**src/rtl/mau_pkg.sv**
```systemverilog
// Shared types and constants for the MAU result buffer.
// mau_res_fifo has one build option, MAU_RES_FIFO_HWM_EN, which adds a high-water-mark output.
package mau_pkg;

    // Width of an ALU result word (matches the ALU res_q register).
    localparam int RES_W      = 10;

    // Default number of result buffer entries (power of two, at least 2).
    localparam int FIFO_DEPTH = 4;

    // One queued result: the carry sits in the MSB above the data.
    typedef struct packed {
        logic             carry;
        logic [RES_W-1:0] data;
    } res_word_t;

endpackage : mau_pkg

```
**src/rtl/mau_res_mem.sv**
```systemverilog
// DEPTH-entry register array for the MAU result buffer.
// It has one synchronous write port and one asynchronous read port.
// The storage is never reset. The FIFO masks the read data while it holds no valid entry.
module mau_res_mem
    import mau_pkg::*;
#(
    parameter int DEPTH = FIFO_DEPTH,
    parameter int AW    = $clog2(DEPTH)
) (
    input  logic          clk,
    input  logic          we,
    input  logic [AW-1:0] waddr,
    input  res_word_t     wdata,
    input  logic [AW-1:0] raddr,
    output res_word_t     rdata
);

    res_word_t mem_r [DEPTH];

    // Store the incoming word at the write address on an accepted push.
    always_ff @(posedge clk) begin
        if (we) begin
            mem_r[waddr] <= wdata;
        end
    end

    assign rdata = mem_r[raddr];

endmodule : mau_res_mem

```
**src/rtl/mau_res_fifo.sv**
```systemverilog
// This is the result buffer between alu_stage_4b and tx_4b in the 4-bit MAU.
// It queues {carry, result} words from the ALU and shows the head word to TX first-word-fall-through.
// Pointers carry an extra wrap bit, so full and empty can be told apart without a separate counter.
// in_ready depends only on registered state, so there is no combinational path from TX back to the ALU.
// Build option MAU_RES_FIFO_HWM_EN adds the hwm output. hwm is the peak occupancy since the last reset or flush.
module mau_res_fifo
    import mau_pkg::*;
#(
    parameter int DEPTH = FIFO_DEPTH,
    parameter int RES_W = mau_pkg::RES_W
) (
    input  logic                     clk,
    input  logic                     rst_n,
    input  logic                     flush,
    input  logic                     in_valid,
    output logic                     in_ready,
    input  logic [RES_W-1:0]         in_data,
    input  logic                     in_carry,
    output logic                     out_valid,
    input  logic                     out_ready,
    output logic [RES_W-1:0]         out_data,
    output logic                     out_carry,
    output logic [$clog2(DEPTH):0]   count,
`ifdef MAU_RES_FIFO_HWM_EN
    output logic [$clog2(DEPTH):0]   hwm,
`endif
    output logic                     overflow
);

    localparam int AW = $clog2(DEPTH);
    localparam int PW = AW + 1;
    localparam logic [PW-1:0] PTR_ZERO = {PW{1'b0}};
    localparam logic [PW-1:0] PTR_ONE  = {{(PW-1){1'b0}}, 1'b1};

    logic [PW-1:0] wr_ptr_r;
    logic [PW-1:0] rd_ptr_r;
    logic          overflow_r;
    logic [PW-1:0] wr_nxt_s;
    logic [PW-1:0] rd_nxt_s;
    logic          overflow_nxt_s;
    logic          empty_s;
    logic          full_s;
    logic          push_s;
    logic          pop_s;
    res_word_t     wdata_s;
    res_word_t     rdata_s;

    assign empty_s = (wr_ptr_r == rd_ptr_r);
    assign full_s  = (wr_ptr_r[AW-1:0] == rd_ptr_r[AW-1:0]) &&
                     (wr_ptr_r[PW-1] != rd_ptr_r[PW-1]);

    // A flush cycle writes nothing into storage, so a word presented with flush is really dropped.
    assign push_s  = in_valid & ~full_s & ~flush;
    assign pop_s   = ~empty_s & out_ready;

    assign wdata_s = '{carry: in_carry, data: in_data};

    mau_res_mem #(
        .DEPTH (DEPTH),
        .AW    (AW)
    ) u_mem (
        .clk   (clk),
        .we    (push_s),
        .waddr (wr_ptr_r[AW-1:0]),
        .wdata (wdata_s),
        .raddr (rd_ptr_r[AW-1:0]),
        .rdata (rdata_s)
    );

    // Compute next pointer and overflow state. Flush takes priority over push, pop and overflow.
    always_comb begin
        wr_nxt_s       = wr_ptr_r;
        rd_nxt_s       = rd_ptr_r;
        overflow_nxt_s = overflow_r;
        if (flush) begin
            wr_nxt_s       = PTR_ZERO;
            rd_nxt_s       = PTR_ZERO;
            overflow_nxt_s = 1'b0;
        end else begin
            if (push_s) begin
                wr_nxt_s = wr_ptr_r + PTR_ONE;
            end else begin
                wr_nxt_s = wr_ptr_r;
            end
            if (pop_s) begin
                rd_nxt_s = rd_ptr_r + PTR_ONE;
            end else begin
                rd_nxt_s = rd_ptr_r;
            end
            if (in_valid && full_s) begin
                overflow_nxt_s = 1'b1;
            end else begin
                overflow_nxt_s = overflow_r;
            end
        end
    end

    // Pointer and sticky-overflow registers. Reset empties the FIFO immediately.
    always_ff @(posedge clk or negedge rst_n) begin
        if (!rst_n) begin
            wr_ptr_r   <= PTR_ZERO;
            rd_ptr_r   <= PTR_ZERO;
            overflow_r <= 1'b0;
        end else begin
            wr_ptr_r   <= wr_nxt_s;
            rd_ptr_r   <= rd_nxt_s;
            overflow_r <= overflow_nxt_s;
        end
    end

    // Head word presented to TX. It is forced to zero while the FIFO is empty.
    always_comb begin
        out_data  = {RES_W{1'b0}};
        out_carry = 1'b0;
        if (!empty_s) begin
            out_data  = rdata_s.data;
            out_carry = rdata_s.carry;
        end else begin
            out_data  = {RES_W{1'b0}};
            out_carry = 1'b0;
        end
    end

    assign in_ready  = ~full_s;
    assign out_valid = ~empty_s;
    assign count     = wr_ptr_r - rd_ptr_r;
    assign overflow  = overflow_r;

`ifdef MAU_RES_FIFO_HWM_EN
    logic [PW-1:0] hwm_r;
    logic [PW-1:0] count_nxt_s;

    assign count_nxt_s = wr_nxt_s - rd_nxt_s;

    // Track the largest occupancy seen since the last reset or flush.
    always_ff @(posedge clk or negedge rst_n) begin
        if (!rst_n) begin
            hwm_r <= PTR_ZERO;
        end else if (flush) begin
            hwm_r <= PTR_ZERO;
        end else if (count_nxt_s > hwm_r) begin
            hwm_r <= count_nxt_s;
        end else begin
            hwm_r <= hwm_r;
        end
    end

    assign hwm = hwm_r;
`endif

endmodule : mau_res_fifo

```
**config.mk**
```make
export PLATFORM = sky130hd
export DESIGN_NAME = mau_res_fifo
export DESIGN_NICKNAME = d
export VERILOG_FILES = /design/src/rtl/mau_pkg.sv /design/src/rtl/mau_res_mem.sv /design/src/rtl/mau_res_fifo.sv
export SDC_FILE = /design/constraint.sdc
export NUM_CORES = 1
export LEC_CHECK = 0
export ABC_AREA = 1
export BUFFER_PORTS_ARGS = -buffer_cell sky130_fd_sc_hd__buf_2
export CAP_MARGIN = 0
export CORE_MARGIN = 5
export CORE_UTILIZATION = 40
export DETAILED_ROUTE_END_ITERATION = 8
export PLACE_DENSITY = 0.65
export SLEW_MARGIN = 20
export SYNTH_ARGS = -nofsm -noshare
export SYNTH_HDL_FRONTEND = slang
export SYNTH_SLANG_ARGS = --single-unit
```
**constraint.sdc**
```tcl
create_clock -name clk -period 2.8 [get_ports clk]
set_input_delay 0.7 -clock clk [delete_from_list [all_inputs] [get_ports clk]]
set_output_delay 0.7 -clock clk [all_outputs]
set_load 0.005 [all_outputs]
```
==> results.md, run 1 <==
- The flow ran to the end, and the final reports show no timing, DRC or antenna violations.
- The average wire per cell in the routed design is approximately 15 um.
- The clock root buffer is sky130_fd_sc_hd__clkbuf_8.
- The cell class contributing the biggest share of worst-path delay is buffers and inverters.
- The number of buffers on the longest clock path is 2.
- The max-slew headroom at the worst pin is between 70% and 80%.
- The total of buffers placed on input and output ports is 32.
- The type of the worst setup path is reg2out.
- The die width is 86.6 um.
- The final total power is ~1700 uW.
- The wire length of the first global-routing pass is about 7600 um.
- The global-route usage over all layers is a little over an eighth.
- The count of unresolved DRC violations after routing is 0.
- The final hold violation count is 0.
- The library cells used most frequently in the layout, excluding fill and tap cells, are sky130_fd_sc_hd__nor2_1, sky130_fd_sc_hd__edfxtp_1, sky130_fd_sc_hd__buf_2.
- The number of DRC violations after detailed-routing iteration 0 is 49.
- TritonCTS built the clock tree.
- The area overhead of the layout relative to synthesis is 13.8%.
- The fraction of the cycle the final worst path needs is between 90% and 100%.
- The clock-pin slew reported for the worst setup and hold paths after clock tree synthesis is around 0.10 ns.
- The count of antenna diodes in the layout is 0.
- Counting stages on the worst path, the most repeated cell is sky130_fd_sc_hd__inv_1.
- The net count reported at finish is about 270.
- The signal on the critical path passes through inv_1 -> ha_1 -> nand2_1 -> inv_1 -> nand3_4 -> inv_4 -> a21oi_1 -> buf_2.
- The worst setup path is launched from a flip-flop.
- The via-per-instance ratio is 4.88.
- Post-CTS timing repair inserted 0 buffers for setup.
- For the final database, setup skew stands at roughly 0.0096 ns.
- The maximum fanout along the worst path is 11.
- Before antenna repair, the detailed router went through 6 iterations.
- The setup-violating endpoint count in the final report is 0.
- The delay of the slowest cell on the worst path is approximately 0.42 ns.
- The distinct cell type count after synthesis is 24.
- The path depth of the worst reg2reg path is 8.
- The hold-fix buffer count after cts is 0.
- The logic depth of the worst path, buffers included is 8.
- The clock net sink count is 51.
- On the critical path, the stage with the largest delay is an instance of sky130_fd_sc_hd__dfrtp_1.
- The area inside the core boundary is around 5600 sq um.
- The final wirelength is ~4600 um.
- The die height is about 87 um.
- In this run, synthesis produced a sequential element count of 51.
- The mapped netlist covers 2340 sq um.
- The commonest non-fill, non-tap cell in the layout is sky130_fd_sc_hd__nor2_1.
- Setup repair after global routing left no endpoint under its margin.
- The minimum period implied by the final worst setup slack is 2.62 ns.
- The sort of element at the end of the critical path is an output port.
- Of the cells placed in the final design, the portion with a size suffix greater than 1 is 28.5%.
- STA puts the critical path data required time at 2.10 ns.
- The Yosys step of the flow raised 0 warnings.
- Once placement completed, the tool counted placed cells totaling between 300 and 400.
- The maximum number of pins on one net before global-route repair is 26.
- The detail route stage leaves a number of antenna-violating nets equal to 0.
- At the end of routability-driven placement, the weighted congestion stood at 0.790.
- The number of core rows is 27.
- The number of antenna violations at the first check in global routing was 0.
- The peak clock frequency supported by timing is roughly 0.38 GHz.
- The total power density per cell area is approximately 620 nW/um^2.
- The worst endpoint data arrival time is between 1.5 and 2 ns.
- 33 I/O pins were placed.
- Summed over all nets, the half-perimeter wirelength after detailed placement is 3080 um.
- Once the floorplan was initialized, standard cells occupied between 40% and 50% of the core.
- The remaining global-route overflow is 0.
- In this run the number of H-tree levels came out at 2.
- The total via count in the routed design is about 1500.
- The total CTS buffers is 5.
- The later pin in the worst-skew pair is clocked with a latency of 0.30 ns.
- The via count of the first global-routing pass is around 1700.
- The filler-free cell count of the finished design is 314.
- Summed over all failing endpoints, the final setup total negative slack is 0 ns.
- The worst hold path belongs to the class in2async.
- The synthesized netlist cell count is about 200.
- The floorplan step defined a die boundary enclosing between 7000 and 8000 sq um.
- The number of nets in the synthesized netlist is 227.
- The proportion of synthesized chip area in sequential cells is a little under two thirds.
- The mean instance size in the synthesized netlist is approximately 12 sq um.
- The leakage power total is 0.00109 uW.
- Together, buffers and inverters on the worst path number 4.
- The number of max-capacitance violations reported is 0.
- The number of max-slew violations in the final report is 0.
- The slew of the pin with the lowest slew margin is approximately 0.4 ns.
- Gates resized during post-CTS repair numbered 0.
- The peak supply drop is approximately 0.34 mV.
- The tightest hold path in the finished design has a slack of about 0.22 ns.
-- cell type report --
cell class | count | area, sq um
sequential | 51 | 1500
inverter | 17 | 66.3
fill | 542 | 2940
clock buffer | 5 | 68.8
tap | 72 | 90.1
clock inverter | 3 | 27.5
timing repair buffer | 39 | 213
multi-input combinational | 127 | 707
-- flip-flops by register name, indices dropped and copies added (netlist names) --
register / cells
u_mem.mem_r: 44
rd_ptr_r: 3
wr_ptr_r: 3
overflow: 1
-- metal layers --
metal  vias to the layer above  routed length [um]  global-route usage (%)
met2                        29                2370                    23.9
met5                         -                   0                       0
met3                         5                 175                    3.33
met1                       731                2010                    14.9
li1                        768                   -                       -
met4                         0                  53                    5.67
-- stage by stage --
stage | utilization (%) | setup slack (ns) | cell area (sq um)
floorplan | - | 0.608 | 2340
global placement | 45.9 | 0.563 | 2570
detailed placement | 45.9 | 0.510 | 2570
CTS | 47.6 | 0.165 | 2670
global route | 47.6 | 0.0575 | 2670
finish | 47.6 | 0.183 | 2670
-- path summary, 6_finish.rpt --
kind / start / to / slack (ns)
max in group asynchronous: rst_n / rd_ptr_r[0]$_DFFE_PN0P_ / 2.41
worst min register to register: overflow$_DFFE_PN0P_ / overflow$_DFFE_PN0P_ / 0.52
worst max register to register: rd_ptr_r[1]$_DFFE_PN0P_ / u_mem.mem_r[0][5]$_DFFE_PP_ / 0.64
min in group clk: overflow$_DFFE_PN0P_ / overflow$_DFFE_PN0P_ / 0.52
worst min-delay path: rst_n / wr_ptr_r[0]$_DFFE_PN0P_ / 0.22
worst max-delay path: wr_ptr_r[0]$_DFFE_PN0P_ / out_data[9] / 0.18
-- cells in the mapped netlist (all sizes together) --
cell type,instances,area share [%]
nor2,50,8.0
edfxtp,44,56
o21ai,22,4.7
nand2,18,3.3
inv,17,2.8
a21oi,12,4.2
nand3,10,3.4
buf,8,3.2
dfrtp,7,7.5
ha,7,3.7
nand4,6,1.6
fa,1,0.85
xor2,1,0.37
-- kinds of logic after synthesis --
| logic type | after synthesis | synth area share, % |
|---|---|---|
| AND/OR/NAND/NOR | 84 | 16.3 |
| XOR/XNOR | 1 | 0.374 |
| buffers and inverters | 25 | 6.03 |
| adder cells (fa/ha/maj) | 8 | 4.59 |
| flip-flops | 51 | 63.8 |
| AO/OA/AOI/OAI | 34 | 8.86 |
-- report_power, final --
part / total [uW] / internal [uW] / switching, uW
sequential: 859 / 849 / 10.0
combinational: 370 / 134 / 236
clock: 436 / 184 / 252
total: 1660 / 1170 / 498
(Power assumes the default switching activity.)
==> run 2: changes to the inputs <==
--- a/config.mk
+++ b/config.mk
@@ -8,10 +8,10 @@
 export ABC_AREA = 1
 export BUFFER_PORTS_ARGS = -buffer_cell sky130_fd_sc_hd__buf_2
 export CAP_MARGIN = 0
-export CORE_MARGIN = 5
+export CORE_MARGIN = 4
 export CORE_UTILIZATION = 40
 export DETAILED_ROUTE_END_ITERATION = 8
-export PLACE_DENSITY = 0.65
+export PLACE_DENSITY = 0.67
 export SLEW_MARGIN = 20
 export SYNTH_ARGS = -nofsm -noshare
 export SYNTH_HDL_FRONTEND = slang
==> constraint.sdc (replaced) <==
create_clock -name clk -period 2.4 [get_ports clk]
set_input_delay 0.6 -clock clk [delete_from_list [all_inputs] [get_ports clk]]
set_output_delay 0.6 -clock clk [all_outputs]
set_load 0.005 [all_outputs]
==> results.md, run 2 (synthesis gave the netlist of run 1 again) <==
- The worst hold margin is roughly 0.11 ns.
- For this design the top-level I/O count stands at 33.
- The detailed router placed around 1600 vias in this run.
- The library cells used most frequently in the layout, excluding fill and tap cells, are sky130_fd_sc_hd__nor2_1, sky130_fd_sc_hd__edfxtp_1, sky130_fd_sc_hd__buf_2.
- Setup repair after global routing could not meet its margin everywhere.
- The number of max-slew violations in the final report came to 0.
- The kind of launch point of the worst setup path is a flip-flop.
- The later pin in the worst-skew pair is clocked with a latency of 0.31 ns.
- The number of DRC violations after detailed-routing iteration 0 is between 100 and 150.
- The area of all sequential standard cells is roughly 1500 sq um.
- Wires add up to 4780 um.
- Clock tree synthesis inserted a total of 5 buffers.
- After the last flow step, the layout net total stands at roughly 270.
- At the worst endpoint, the arrival time is about 1.7 ns.
- The final hold violation count is 0.
- The type of the worst setup path is reg2out.
- Before antenna repair, the detailed router went through 4 iterations.
- The largest registers in the layout are u_mem.mem_r (44), rd_ptr_r (3), wr_ptr_r (3).
- The number of cells on the worst reg-to-reg path is 9.
- The footprint of the multi-input gates is just over 700 sq um.
- The number of core rows is 27.
- The most flop-heavy register is u_mem.mem_r.
- After detailed routing, the number of vias per cell comes to ~5.
- The weighted congestion reported at the end of routability-driven placement is 0.748.
- The H-tree generated during clock tree synthesis spans 2 levels.
- Between clock sinks in the finished design, the worst skew comes to slightly above 0.006 ns.
- In the global route stage, overall resource usage came out at between 10% and 20%.
- The worst-case setup slack after placement is around 0.21 ns.
- The worst-case IR drop observed on VDD is 0.608 mV.
- The count of nets left with antenna violations after detail routing is 0.
- The flow ran to the end, and the final reports show no timing, DRC or antenna violations.
- The hold-fix buffer count after cts is 0.
- In this run the static leakage power is 0.00115 uW.
- Fill cells in the final layout number about 540.
- The slew of the pin with the lowest slew margin is 0.283 ns.
- The die height is roughly 85 um.
- Static timing analysis puts the maximum clock frequency at 0.430 GHz.
- The number of buffers on the longest clock path is 2.
- The register with the most flip-flops in the layout has 44 of them.
- After layout, the worst setup slack is between 0.07 and 0.08 ns.
- The path category of the worst min-delay check is in2async.
- The total overflow left after global routing is 0.
- Counting every sink on the clock net gives a little over 50.
- Subtracting the final worst setup slack from the clock period gives approximately 2.3 ns.
- From synthesis to final layout, the design area changed by 19.2%.
- 0 antenna diodes ended up in the layout.
- The CTS tree is built.
- The max-slew headroom at the worst pin is 81.1%.
- The number of antenna violations at the first check in global routing was 0.
- The setup TNS is 0 ns.
- Clock-pin slew was measured on the worst setup and hold paths at about 0.10 ns.
- The maximum fanout along the worst path is 14.
- The root buffer cell chosen for the clock tree is sky130_fd_sc_hd__clkbuf_8.
- The critical path data required time is 1.80 ns.
- Setup violations remaining at the end of the flow were counted as 0.
- The first global-routing pass estimated 7780 um of wire.
- Entering global routing, the biggest net connects 26 pins.
- The number of max-capacitance violations reported is 0.
- After detailed routing, the average wire length per cell comes to roughly 15 um.
- Once the floorplan was initialized, standard cells occupied between 40% and 50% of the core.
- The final critical path takes up between 90% and 100% of the cycle.
- The area inside the core boundary is 5610 sq um.
- The share of cells above drive strength 1 is 32.3%.
- The total power density per cell area is between 700 and 800 nW/um^2.
- The half-perimeter wire length after placement is around 3200 um.
- The worst setup path is captured at an output port.
- The library cell used most frequently in the layout, excluding fill and tap cells, is sky130_fd_sc_hd__nor2_1.
- The die is between 80 and 90 um wide.
- The via count of the first global-routing pass is around 1600.
- The total die area is ~7000 sq um.
- In this run the tool buffered the top-level ports with 32 buffer cells.
- The count of unresolved DRC violations after routing is 0.
run 2: cell count changes in the layout (fill, tap and decap cells not counted), sizes merged:
cell      previous run  this run
buf                 39        47
bufinv               0         1
clkinv               1         3
clkinvlp             1         0
inv                 18        17
run 2: path summary, 6_finish.rpt:
| path | start | end | slack (ns) |
|---|---|---|---|
| max in group asynchronous | rst_n | wr_ptr_r[1]$_DFFE_PN0P_ | 2.13 |
| worst min-delay path | rst_n | overflow$_DFFE_PN0P_ | 0.11 |
| worst max register to register | rd_ptr_r[1]$_DFFE_PN0P_ | u_mem.mem_r[3][3]$_DFFE_PP_ | 0.53 |
| min in group clk | flush | overflow$_DFFE_PN0P_ | 0.44 |
| worst max-delay path | rd_ptr_r[1]$_DFFE_PN0P_ | count[2] | 0.07 |
| worst min register to register | overflow$_DFFE_PN0P_ | overflow$_DFFE_PN0P_ | 0.52 |
run 2: final cells by class:
| class | count | share of cell area (%) |
|---|---|---|
| repair inverters | 1 | 0.313 |
| clock buffers | 5 | 2.46 |
| well taps | 72 | 3.22 |
| flip-flops and latches | 51 | 53.6 |
| repair buffers | 47 | 9.76 |
| inverters | 17 | 3.00 |
| multi-input cells | 127 | 26.0 |
| clock inverters | 3 | 1.70 |
run 2: what timing repair did:
| action | CTS | global route |
|---|---|---|
| setup buffers | 1 | 5 |
| gates resized for setup | 4 | 8 |
| endpoints found under the setup margin | 11 | 11 |
| endpoints found under the hold margin | 0 | 0 |
| cloned | 0 | 1 |
run 2: layer usage:
| layer | global-route usage (%) | up-vias | part of all wire, % |
|---|---|---|---|
| li1 | - | 785 | - |
| met1 | 16.5 | 783 | 45 |
| met2 | 24.6 | 24 | 51 |
| met3 | 3.93 | 6 | 3.3 |
| met4 | 4.32 | 0 | 1.5 |
| met5 | 0 | - | 0 |
run 2: where the power goes:
group / internal [uW] / switching [uW]
sequential: 991 / 12.5
combinational: 196 / 307
clock: 316 / 301
total: 1500 / 621
run 2: critical path: stages (launching register included):
cell and delay, ns:
sky130_fd_sc_hd__dfrtp_1 0.43, sky130_fd_sc_hd__buf_4 0.22, sky130_fd_sc_hd__fa_1 0.47, sky130_fd_sc_hd__xor2_1 0.17
sky130_fd_sc_hd__buf_2 0.13
run 2: through the flow:
stage	instances	utilization (%)	area [sq um]	total power [uW]
5_1_grt	323	49.8	2790	2240
2_1_floorplan	203	-	2340	1340
6_report	323	49.8	2790	2120
3_3_place_gp	308	46.1	2590	1460
4_1_cts	317	48.5	2720	2090
3_5_place_dp	308	46.1	2590	1460
==> run 3: changes to the inputs <==
==> constraint.sdc (replaced) <==
create_clock -name clk -period 2.4 [get_ports clk]
set_input_delay 0.12 -clock clk [delete_from_list [all_inputs] [get_ports clk]]
set_output_delay 0.12 -clock clk [all_outputs]
set_load 0.005 [all_outputs]
==> results.md, run 3 (synthesis gave the netlist of run 1 again) <==
- The flow ran to the end, and the final reports show no timing, DRC or antenna violations.
- The maximum number of pins on one net before global-route repair is 26.
- The total CTS buffers is 5.
- The kind of launch point of the worst setup path is a flip-flop.
- The finished layout holds between 300 and 400 standard cells, fillers aside.
- For this run, global-route usage on met1 was measured as between 10% and 20%.
- The top cell types in the final layout, fill and taps aside, are sky130_fd_sc_hd__nor2_1, sky130_fd_sc_hd__edfxtp_1, sky130_fd_sc_hd__buf_2.
- In this run the register-to-register setup slack is around 0.55 ns.
- Dividing the final minimum period by the clock period gives a little over 80%.
- The area inside the core boundary is between 5000 and 6000 sq um.
- The final route contains 1500 vias.
- The weighted congestion reported at the end of routability-driven placement is 0.855.
- After routing the design area is about 2700 sq um.
- The number of antenna violations at the first check in global routing is 0.
- The maximum fanout along the worst path is 11.
- IR analysis of the VDD net gives a maximum drop of approximately 0.46 mV.
- The commonest non-fill, non-tap cell in the layout is sky130_fd_sc_hd__nor2_1.
- The worst endpoint data arrival time is between 1.5 and 2 ns.
- The final hold violation count is 0.
- The count of nets left with antenna violations after detail routing is 0.
- Relative to the synthesized area, the layout overhead comes to 15.3%.
- The placed instance area is 2570 sq um.
- met2 is the most crowded layer.
- In the final layout, the registers with the most flip-flops are u_mem.mem_r (44), rd_ptr_r (3), wr_ptr_r (3).
- The leakage power total is ~0.0011 uW.
- By startpoint and endpoint, the worst setup path is classified as reg2out.
- Along the worst hold path, the cell count comes to 1.
- Global routing used a little under a quarter of the available met2 tracks.
- In this run the count of I/O pins placed on the die edge is 33.
- The number of buffers on the longest clock path is 2.
- For this run, global-route usage on met3 was measured as 2.85%.
- The number of max-capacitance violations reported is 0.
- The number of max-slew violations in the final report is 0.
- The initial standard-cell utilization of the core is 41.8%.
- Setup repair after global routing left no endpoint under its margin.
- Headroom to the max-slew limit came out at 73.3%.
- The path category of the worst min-delay check is in2reg.
- The detailed-router iteration count before antenna repair is 4.
- The share of cells above drive strength 1 is 27.9%.
- The final wirelength is around 4300 um.
- The die is approximately 85 um wide.
- The minimum period implied by the final worst setup slack is between 1.5 and 2 ns.
- Final hold analysis gives a worst-case slack of 0.0389 ns.
- The average wire per cell in the routed design is roughly 14 um.
- Power spread over the standard cell area amounts to 746 nW/um^2.
- The number of DRC violations after detailed-routing iteration 0 is between 40 and 50.
- The clock net sink count is just over 50.
- In this run the tool buffered the top-level ports with 32 buffer cells.
- The clock root buffer is sky130_fd_sc_hd__clkbuf_8.
- The via count of the first global-routing pass is about 1500.
- The wire length of the first global-routing pass is between 7000 and 8000 um.
- The CTS tree is built.
- The count of unresolved DRC violations after routing is 0.
- The total placed cells including tap cells is 306.
- The remaining global-route overflow is 0.
- The flip-flop count of the largest register after layout is 44.
- The number of cells on the worst reg-to-reg path is 8.
- The total die area is roughly 7200 sq um.
- The die height is around 85 um.
- Clock skew on the completed layout was measured at ~0.0057 ns.
- The number of H-tree levels is 2.
- For this run, the top clock speed supported by timing is ~0.50 GHz.
- The half-perimeter wire length after placement is between 3000 and 4000 um.
- The via-per-instance ratio is approximately 4.7.
- The clock latency at the later pin of the worst-skew pair is approximately 0.29 ns.
- The sort of element at the end of the critical path is an output port.
- The count of cells resized by post-cts repair is 0.
- The critical path data required time is between 2 and 2.5 ns.
- The most flop-heavy register is u_mem.mem_r.
- The final layout contains about 270 nets.
- The number of core rows is 27.
- The setup TNS is 0 ns.
- The slew of the pin with the lowest slew margin is around 0.40 ns.
- The count of antenna diodes in the layout is 0.
- The clock-pin slew reported for the worst setup and hold paths after clock tree synthesis is 0.09 ns.
- The global-route usage over all layers is approximately an eighth.
- Setup violations remaining at the end of the flow were counted as 0.
-- run 3: changes by cell type in the layout (fill, tap and decap cells not counted), sizes merged --
cell / before / now
dlygate4sd3: 0 / 2
clkinv: 3 / 1
buf: 47 / 39
inv: 17 / 18
-- run 3: timing repair --
item,in CTS,in global routing
hold endpoints to repair,8,0
hold buffers,2,0
buffers inserted,0,0
-- run 3: stage by stage --
stage | worst slack [ns] | total power, uW | utilization (%)
after floorplan | 0.226 | 1340 | -
after global placement | 0.583 | 1460 | 45.9
after detailed placement | 0.539 | 1460 | 45.9
after CTS | 0.396 | 2040 | 48.2
after global routing | 0.259 | 2130 | 48.2
final | 0.416 | 2020 | 48.2
-- run 3: metal layers --
metal | vias up | share of wire [%]
met5 | - | 0
met4 | 0 | 1.7
met3 | 8 | 3.2
met2 | 27 | 52
met1 | 694 | 43
li1 | 771 | -
-- run 3: critical path: stages, from the launching register on --
cell	delay, ns
sky130_fd_sc_hd__dfrtp_1	0.41
sky130_fd_sc_hd__inv_1	0.11
sky130_fd_sc_hd__ha_1	0.31
sky130_fd_sc_hd__nand2_1	0.05
sky130_fd_sc_hd__inv_1	0.15
sky130_fd_sc_hd__nand3_4	0.14
sky130_fd_sc_hd__inv_4	0.20
sky130_fd_sc_hd__a21oi_1	0.07
sky130_fd_sc_hd__buf_2	0.13
-- run 3: layout make-up --
type | instances | area [sq um]
Sequential cell | 51 | 1500
Multi-Input combinational cell | 127 | 707
Inverter | 17 | 66.3
Timing Repair Buffer | 41 | 233
Tap cell | 72 | 90.1
Clock buffer | 5 | 68.8
Clock inverter | 3 | 42.5
Fill cell | 516 | 2900
-- run 3: path summary, 6_finish.rpt --
path / start / end
setup / recovery: wr_ptr_r[0]$_DFFE_PN0P_ / out_data[9]
hold / removal: in_data[4] / u_mem.mem_r[2][4]$_DFFE_PP_
setup reg to reg: rd_ptr_r[1]$_DFFE_PN0P_ / u_mem.mem_r[0][2]$_DFFE_PP_
hold reg to reg: overflow$_DFFE_PN0P_ / overflow$_DFFE_PN0P_
max in group asynchronous: rst_n / rd_ptr_r[1]$_DFFE_PN0P_
min in group asynchronous: rst_n / overflow$_DFFE_PN0P_
-- run 3: report_power, final --
| group | switching, uW | total (uW) | leakage [uW] | internal (uW) |
|---|---|---|---|---|
| Clock | 274 | 585 | 0.0000562 | 311 |
| Sequential | 11.3 | 1000 | 0.000495 | 991 |
| Combinational | 271 | 431 | 0.000555 | 160 |
| Total | 557 | 2020 | 0.00111 | 1460 |
